**src/rtl/blk_cmd_pkg.sv**
```systemverilog
//------------------------------------------------------------------------------
// blk_cmd_pkg : command-word layout, opcodes, status codes and FSM states
//               shared by the block command receiver and its software mirror.
// Revision    : 1.0
//------------------------------------------------------------------------------
`default_nettype none

package blk_cmd_pkg;

  localparam int CMD_W = 32;

  localparam int TOG_BIT   = 31;
  localparam int OP_MSB    = 30;
  localparam int OP_LSB    = 28;
  localparam int ROW_MSB   = 27;
  localparam int ROW_LSB   = 23;
  localparam int COL_MSB   = 22;
  localparam int COL_LSB   = 19;
  localparam int COLOR_MSB = 18;
  localparam int COLOR_LSB = 16;

  localparam logic [2:0] OP_NOP         = 3'd0;
  localparam logic [2:0] OP_WRITE_CELL  = 3'd1;
  localparam logic [2:0] OP_CLEAR_BOARD = 3'd2;
  localparam logic [2:0] OP_FRAME_DONE  = 3'd3;

  localparam logic [1:0] ST_IDLE  = 2'b00;
  localparam logic [1:0] ST_BUSY  = 2'b01;
  localparam logic [1:0] ST_FRAME = 2'b10;
  localparam logic [1:0] ST_ERR   = 2'b11;

  typedef enum logic [1:0] {
    IDLE  = 2'd0,
    WRITE = 2'd1,
    CLEAR = 2'd2
  } state_t;

endpackage

`default_nettype wire

```
**src/rtl/block_cmd_rx_if.sv**
```systemverilog
//------------------------------------------------------------------------------
// block_cmd_rx_if : PIO command/status and board-memory write bundle.
// Revision        : 1.0
//------------------------------------------------------------------------------
`default_nettype none

interface block_cmd_rx_if
  import blk_cmd_pkg::*;
#(
  parameter int ADDR_W  = 8,
  parameter int COLOR_W = 3
);
  logic [CMD_W-1:0]   block_data;
  logic [1:0]         drawing_status;
  logic               board_we;
  logic [ADDR_W-1:0]  board_addr;
  logic [COLOR_W-1:0] board_wdata;
  logic               frame_pulse;

  modport master (
    output block_data,
    input  drawing_status, board_we, board_addr, board_wdata, frame_pulse
  );

  modport slave (
    input  block_data,
    output drawing_status, board_we, board_addr, board_wdata, frame_pulse
  );
endinterface

`default_nettype wire

```
**src/rtl/block_cmd_rx.sv**
```systemverilog
//------------------------------------------------------------------------------
// block_cmd_rx : detects toggled PIO command words, decodes them and drives
//                single-cell / full-board writes into the board memory.
// Revision     : 1.0
//------------------------------------------------------------------------------
`default_nettype none

module block_cmd_rx
  import blk_cmd_pkg::*;
#(
  parameter int ROWS    = 20,
  parameter int COLS    = 10,
  parameter int COLOR_W = 3,
  parameter int ADDR_W  = 8
) (
  input  wire logic     Clk,
  input  wire logic     Reset,
  block_cmd_rx_if.slave bus
);

  localparam int                CNT_W   = ADDR_W + 1;
  localparam logic [CNT_W-1:0]  c_CELLS = CNT_W'(ROWS * COLS);
  localparam logic [ADDR_W-1:0] c_COLS  = ADDR_W'(COLS);

  state_t             r_state;
  logic [CMD_W-1:0]   r_d_q;
  logic               r_last_tog;
  logic [1:0]         r_status;
  logic               r_we;
  logic [ADDR_W-1:0]  r_addr;
  logic [COLOR_W-1:0] r_wdata;
  logic               r_frame;
  logic [CNT_W-1:0]   r_cnt;
  logic [4:0]         r_row;
  logic [3:0]         r_col;
  logic [2:0]         r_color;

  logic               w_pending;
  logic [2:0]         w_op;
  logic [4:0]         w_row;
  logic [3:0]         w_col;
  logic [2:0]         w_color;
  logic               w_in_range;
  logic [ADDR_W-1:0]  w_cell_addr;
  logic               w_unused_low;

  assign w_pending    = r_d_q[TOG_BIT] != r_last_tog;
  assign w_op         = r_d_q[OP_MSB:OP_LSB];
  assign w_row        = r_d_q[ROW_MSB:ROW_LSB];
  assign w_col        = r_d_q[COL_MSB:COL_LSB];
  assign w_color      = r_d_q[COLOR_MSB:COLOR_LSB];
  assign w_in_range   = (int'(w_row) < ROWS) && (int'(w_col) < COLS);
  assign w_cell_addr  = ADDR_W'(r_row) * c_COLS + ADDR_W'(r_col);
  assign w_unused_low = ^r_d_q[COLOR_LSB-1:0];

  always_ff @(posedge Clk or posedge Reset) begin
    if (Reset) begin
      r_state    <= IDLE;
      r_d_q      <= '0;
      r_last_tog <= 1'b0;
      r_status   <= ST_IDLE;
      r_we       <= 1'b0;
      r_addr     <= '0;
      r_wdata    <= '0;
      r_frame    <= 1'b0;
      r_cnt      <= '0;
      r_row      <= '0;
      r_col      <= '0;
      r_color    <= '0;
    end else begin
      r_d_q   <= bus.block_data;
      r_we    <= 1'b0;
      r_frame <= 1'b0;
      case (r_state)
        IDLE: begin
          // Toggles arriving while busy stay pending in r_d_q until we return here.
          if (w_pending) begin
            r_last_tog <= r_d_q[TOG_BIT];
            case (w_op)
              OP_NOP: r_status <= ST_IDLE;
              OP_WRITE_CELL: begin
                if (w_in_range) begin
                  r_row    <= w_row;
                  r_col    <= w_col;
                  r_color  <= w_color;
                  r_status <= ST_IDLE;
                  r_state  <= WRITE;
                end else begin
                  r_status <= ST_ERR;
                end
              end
              OP_CLEAR_BOARD: begin
                r_cnt    <= '0;
                r_status <= ST_BUSY;
                r_state  <= CLEAR;
              end
              OP_FRAME_DONE: begin
                r_frame  <= 1'b1;
                r_status <= ST_FRAME;
              end
              default: r_status <= ST_ERR;
            endcase
          end
        end
        WRITE: begin
          r_we     <= 1'b1;
          r_addr   <= w_cell_addr;
          r_wdata  <= COLOR_W'(r_color);
          r_status <= ST_IDLE;
          r_state  <= IDLE;
        end
        CLEAR: begin
          // Extra terminal cycle keeps status busy for the whole write burst.
          if (r_cnt == c_CELLS) begin
            r_status <= ST_IDLE;
            r_state  <= IDLE;
          end else begin
            r_we    <= 1'b1;
            r_addr  <= r_cnt[ADDR_W-1:0];
            r_wdata <= '0;
            r_cnt   <= r_cnt + 1'b1;
          end
        end
        default: r_state <= IDLE;
      endcase
    end
  end

  assign bus.drawing_status = r_status;
  assign bus.board_we       = r_we;
  assign bus.board_addr     = r_addr;
  assign bus.board_wdata    = r_wdata;
  assign bus.frame_pulse    = r_frame;

endmodule

`default_nettype wire

```
**src/flat_wrapper.sv**
```systemverilog
// flat-port wrapper written by rule: the top's interface ports become plain ports
module block_cmd_rx_flat import blk_cmd_pkg::*;
#(
  parameter int ROWS    = 20,
  parameter int COLS    = 10,
  parameter int COLOR_W = 3,
  parameter int ADDR_W  = 8
)
  (Clk, Reset, bus_block_data, bus_drawing_status, bus_board_we, bus_board_addr, bus_board_wdata, bus_frame_pulse);
  block_cmd_rx_if #(.ADDR_W(ADDR_W), .COLOR_W(COLOR_W)) bus_i ();
  input  wire logic Clk;
  input  wire logic Reset;
  input wire logic [$bits(bus_i.block_data)-1:0] bus_block_data;
  output wire logic [$bits(bus_i.drawing_status)-1:0] bus_drawing_status;
  output wire logic [$bits(bus_i.board_we)-1:0] bus_board_we;
  output wire logic [$bits(bus_i.board_addr)-1:0] bus_board_addr;
  output wire logic [$bits(bus_i.board_wdata)-1:0] bus_board_wdata;
  output wire logic [$bits(bus_i.frame_pulse)-1:0] bus_frame_pulse;
  assign bus_i.block_data = bus_block_data;
  assign bus_drawing_status = bus_i.drawing_status;
  assign bus_board_we = bus_i.board_we;
  assign bus_board_addr = bus_i.board_addr;
  assign bus_board_wdata = bus_i.board_wdata;
  assign bus_frame_pulse = bus_i.frame_pulse;
  block_cmd_rx #(.ROWS(ROWS), .COLS(COLS), .COLOR_W(COLOR_W), .ADDR_W(ADDR_W)) u_core (.Clk(Clk), .Reset(Reset), .bus(bus_i));
endmodule
```
**config.mk**
```make
export PLATFORM = sky130hd
export DESIGN_NAME = block_cmd_rx_flat
export DESIGN_NICKNAME = d
export VERILOG_FILES = /design/src/rtl/blk_cmd_pkg.sv /design/src/rtl/block_cmd_rx_if.sv /design/src/rtl/block_cmd_rx.sv /design/src/flat_wrapper.sv
export SDC_FILE = /design/constraint.sdc
export NUM_CORES = 1
export LEC_CHECK = 0
export ABC_AREA = 1
export CORE_ASPECT_RATIO = 0.5
export CORE_UTILIZATION = 57
export DETAILED_ROUTE_END_ITERATION = 12
export PLACE_DENSITY_LB_ADDON = 0.3
export SYNTH_ARGS = -nofsm -noshare
export SYNTH_HDL_FRONTEND = slang
export SYNTH_SLANG_ARGS = --single-unit
export TNS_END_PERCENT = 1
```
**constraint.sdc**
```tcl
create_clock -name Clk -period 3 [get_ports Clk]
set_input_delay 0.6 -clock Clk [delete_from_list [all_inputs] [get_ports Clk]]
set_output_delay 0.6 -clock Clk [all_outputs]
set_load 0.005 [all_outputs]
```
==> key figures <==
Outcome
  • Outcome: complete, no violations

Synthesis
  • Compound-Gate Fraction of Synth Area: 0.0475
  • Ys flop type: dfrtp_1
  • Syn nets: 383
  • Simple-Gate Fraction of Synth Area: 0.303
  • Cell Area, Synth: about 0.0028 mm²
  • Mean Syn Cell Area: 8.41 µm²
  • FF+latch count, synth: 55
  • Post-synthesis xor/xnor area fraction: 0.00896
  • Synth Area in Adders: 0.0816
  • Sequential share of the synthesized area: 0.493
  • Async set-reset flop share out of synthesis: 1.00
  • Mapped Cells: 332
  • Mux contribution to synthesized area: 0
  • Number of flops mapped to enable cells by yosys: 0
  • Yosys warns: 0
  • Synth cell types: 30
  • Largest family of logic cells by synthesized area: simple AND/OR/NAND/NOR gates

Power and ir drop
  • Max VDD drop: slightly below 500 µV
  • Power per standard cell area: 903 mW/mm²
  • Leakage: 1.70 nW

STA
  • Hold_ws: 0.486 ns
  • RSZ-0062 raised after global routing: false
  • Setup TNS: 0 ns
  • Max Clk Rate: 0.467 GHz
  • Worst Skew: 0.00875 ns
  • Final worst path period share: 0.714
  • Max-slew violation count: 0
  • Setup WS post-layout: 0.859 ns
  • Setup violators final: 0
  • Worst-Margin Slew: 0.412 ns
  • Fin crit period: 2.14 ns
  • Relative slew margins: 0.725
  • Hold Vio Cnt, Final: 0

GRT
  • Vias in the first global route: 2,103
  • Initial antenna violation count: 0
  • Grt total ovfl: 0
  • Total GRT Usage: 0.235
  • Largest net degree at the start of global routing: 26
  • First-pass GRT wire length: 9.11 mm

Clock network
  • Post-CTS setup buffer count: 0
  • Clk slew on worst S/H paths: ~0.11 ns
  • Clock Latency Late Sink: roughly 0.32 ns
  • H-tree levels: 2
  • Number of CTS-inserted buffers: 5
  • Clk sinks: between 50 and 60
  • Clock root cell: clkbuf_8
  • CTS tree: done
  • CTS hold repair buffers: 0
  • PostCTS Resize Cnt: 0
  • Max Buffers Root-to-Sink: 2

Floorplanning
  • I/O pin cnt: slightly below 50
  • Die width: 101 µm
  • Starting Density: 0.613
  • Area of the core: 0.00455 mm²
  • Std-Cell Rows: 17
  • Die Area: 0.00520 mm²
  • Die Ht: 51.5 µm

Cells and area
  • Multi-input gate area: 0.00123 mm²
  • Final #Nets: 417
  • Fin cells: between 400 and 500
  • Syn-to-layout area delta: 17.5%
  • Layout cells sized above 1: 0.0654
  • Reg area: 0.00138 mm²
  • Commonest non-fill, non-tap cells in the layout: 111 x nand2_1, 55 x dfrtp_1, 44 x nand3_1
  • Most common cell after layout, fill and taps aside: nand2_1
  • Diode count: 0
  • Fillers: ~340

Routing
  • # DRC: 0
  • Vias per cell: 5.09
  • Initial DRT Pass Iterations: 4
  • Final Routed Wirelength: 5.36 mm
  • Routed vias: 2,202
  • Post-DR wirelength/cell: approximately 12 µm
  • Violation count after the first detailed-route iteration: 125
  • Post-route ant nets: 0

Worst setup path
  • Crit start category: register
  • CP max FO: 4
  • Setup Crit Path Kind: reg2reg
  • Worst Path Required: roughly 3.2 ns
  • Crit end category: register
  • Crit path DAT: approximately 2.4 ns

Min path
  • Hold crit path type: reg2reg

Placed design
  • Dpl cells: between 400 and 500
  • Pre-CTS setup slack: 0.866 ns
  • Port Buffers: 32
  • GPL Wtd Cong: 0.830
  • Hpwl dp: between 4 and 5 mm

Job
  • Maxcap violations: 0
-- cell usage after synthesis (2+ instances only) --
cell type  count  area (µm²)
a21oi_1        7        35.0
buf_2          2        10.0
buf_6          2        22.5
clkbuf_1       2        7.51
dfrtp_1       55        1380
fa_1           2        40.0
ha_1          15         188
inv_1         35         131
nand2_1      111         417
nand2_2        3        18.8
nand2_4        2        22.5
nand3_1       44         220
nand4_1        2        12.5
nor2_1        20        75.1
nor2_4         2        22.5
nor3_1         4        20.0
nor3b_1        2        15.0
o211ai_1       2        15.0
o21ai_0        5        25.0
o21ai_1        5        25.0
-- per-stage QoR --
step                      power, W   util  area, µm²
after CTS                  0.00298  0.721       3280
after floorplan            0.00202      -       2790
after detailed placement   0.00245  0.695       3160
after global routing       0.00321  0.721       3280
final                      0.00296  0.721       3280
after global placement     0.00238  0.695       3160
-- critical path, stage by stage, from the launching register on --
cell and delay, ns:
dfrtp_1 0.41, ha_1 0.30, ha_1 0.24, fa_1 0.61
nand2_1 0.07, inv_1 0.07, nand2_1 0.05, nand2_1 0.07
nand3_1 0.08, nand3_1 0.10, nand2_1 0.06
-- sequential cells by signal, indices dropped and copies added (netlist names) --
signal and cells:
u_core.bus.board_addr 8, u_core.bus.board_wdata 3, u_core.bus.board_we 1, u_core.bus.drawing_status 2, u_core.bus.frame_pulse 1, u_core.r_cnt 9
u_core.r_col 4, u_core.r_color 3, u_core.r_d_q 16, u_core.r_last_tog 1, u_core.r_row 5, u_core.r_state 2
-- metal layers --
metal  vias up  track usage  part of all wire
met3        11       0.0506             0.052
met5         -            0                 0
met4         0       0.0700             0.014
met1      1011        0.314              0.47
li1       1121            -                 -
met2        59        0.393              0.47
-- power by group --
part,switching [W],internal [W],leakage [nW]
Combinational,0.000825,0.000567,0.943
Clock,0.000261,0.000258,0.0607
Sequential,0.000123,0.000930,0.693
Total,0.00121,0.00176,1.70
-- worst paths after layout --
check	start	end	slack, ns	cells after the start
setup reg to reg	u_core.r_row[1]	u_core.bus.board_addr[6]	0.86	10
min in group asynchronous	Reset	u_core.r_d_q[25]	0.59	2
hold / removal	u_core.r_d_q[16]	u_core.r_color[0]	0.49	2
hold reg to reg	u_core.r_d_q[16]	u_core.r_color[0]	0.49	2
setup / recovery	u_core.r_row[1]	u_core.bus.board_addr[6]	0.86	10
max in group asynchronous	Reset	u_core.r_cnt[1]	1.83	3
-- area by class of cell --
cell class | instances | share of cell area
Tap cell | 66 | 0.0252
Multi-Input combinational cell | 234 | 0.376
Clock buffer | 5 | 0.0210
Timing Repair Buffer | 34 | 0.102
Sequential cell | 55 | 0.420
Clock inverter | 3 | 0.0153
Inverter | 36 | 0.0412
-- kinds of logic (layout without fill, tap and decap cells) --
kind of cell | count (synthesis) | count (layout)
flip-flops | 55 | 55
XOR/XNOR | 2 | 2
adder cells (fa/ha/maj) | 17 | 17
buffers and inverters | 43 | 78
AND/OR/NAND/NOR | 193 | 193
AO/OA/AOI/OAI | 22 | 22
(Power assumes the default switching activity.)
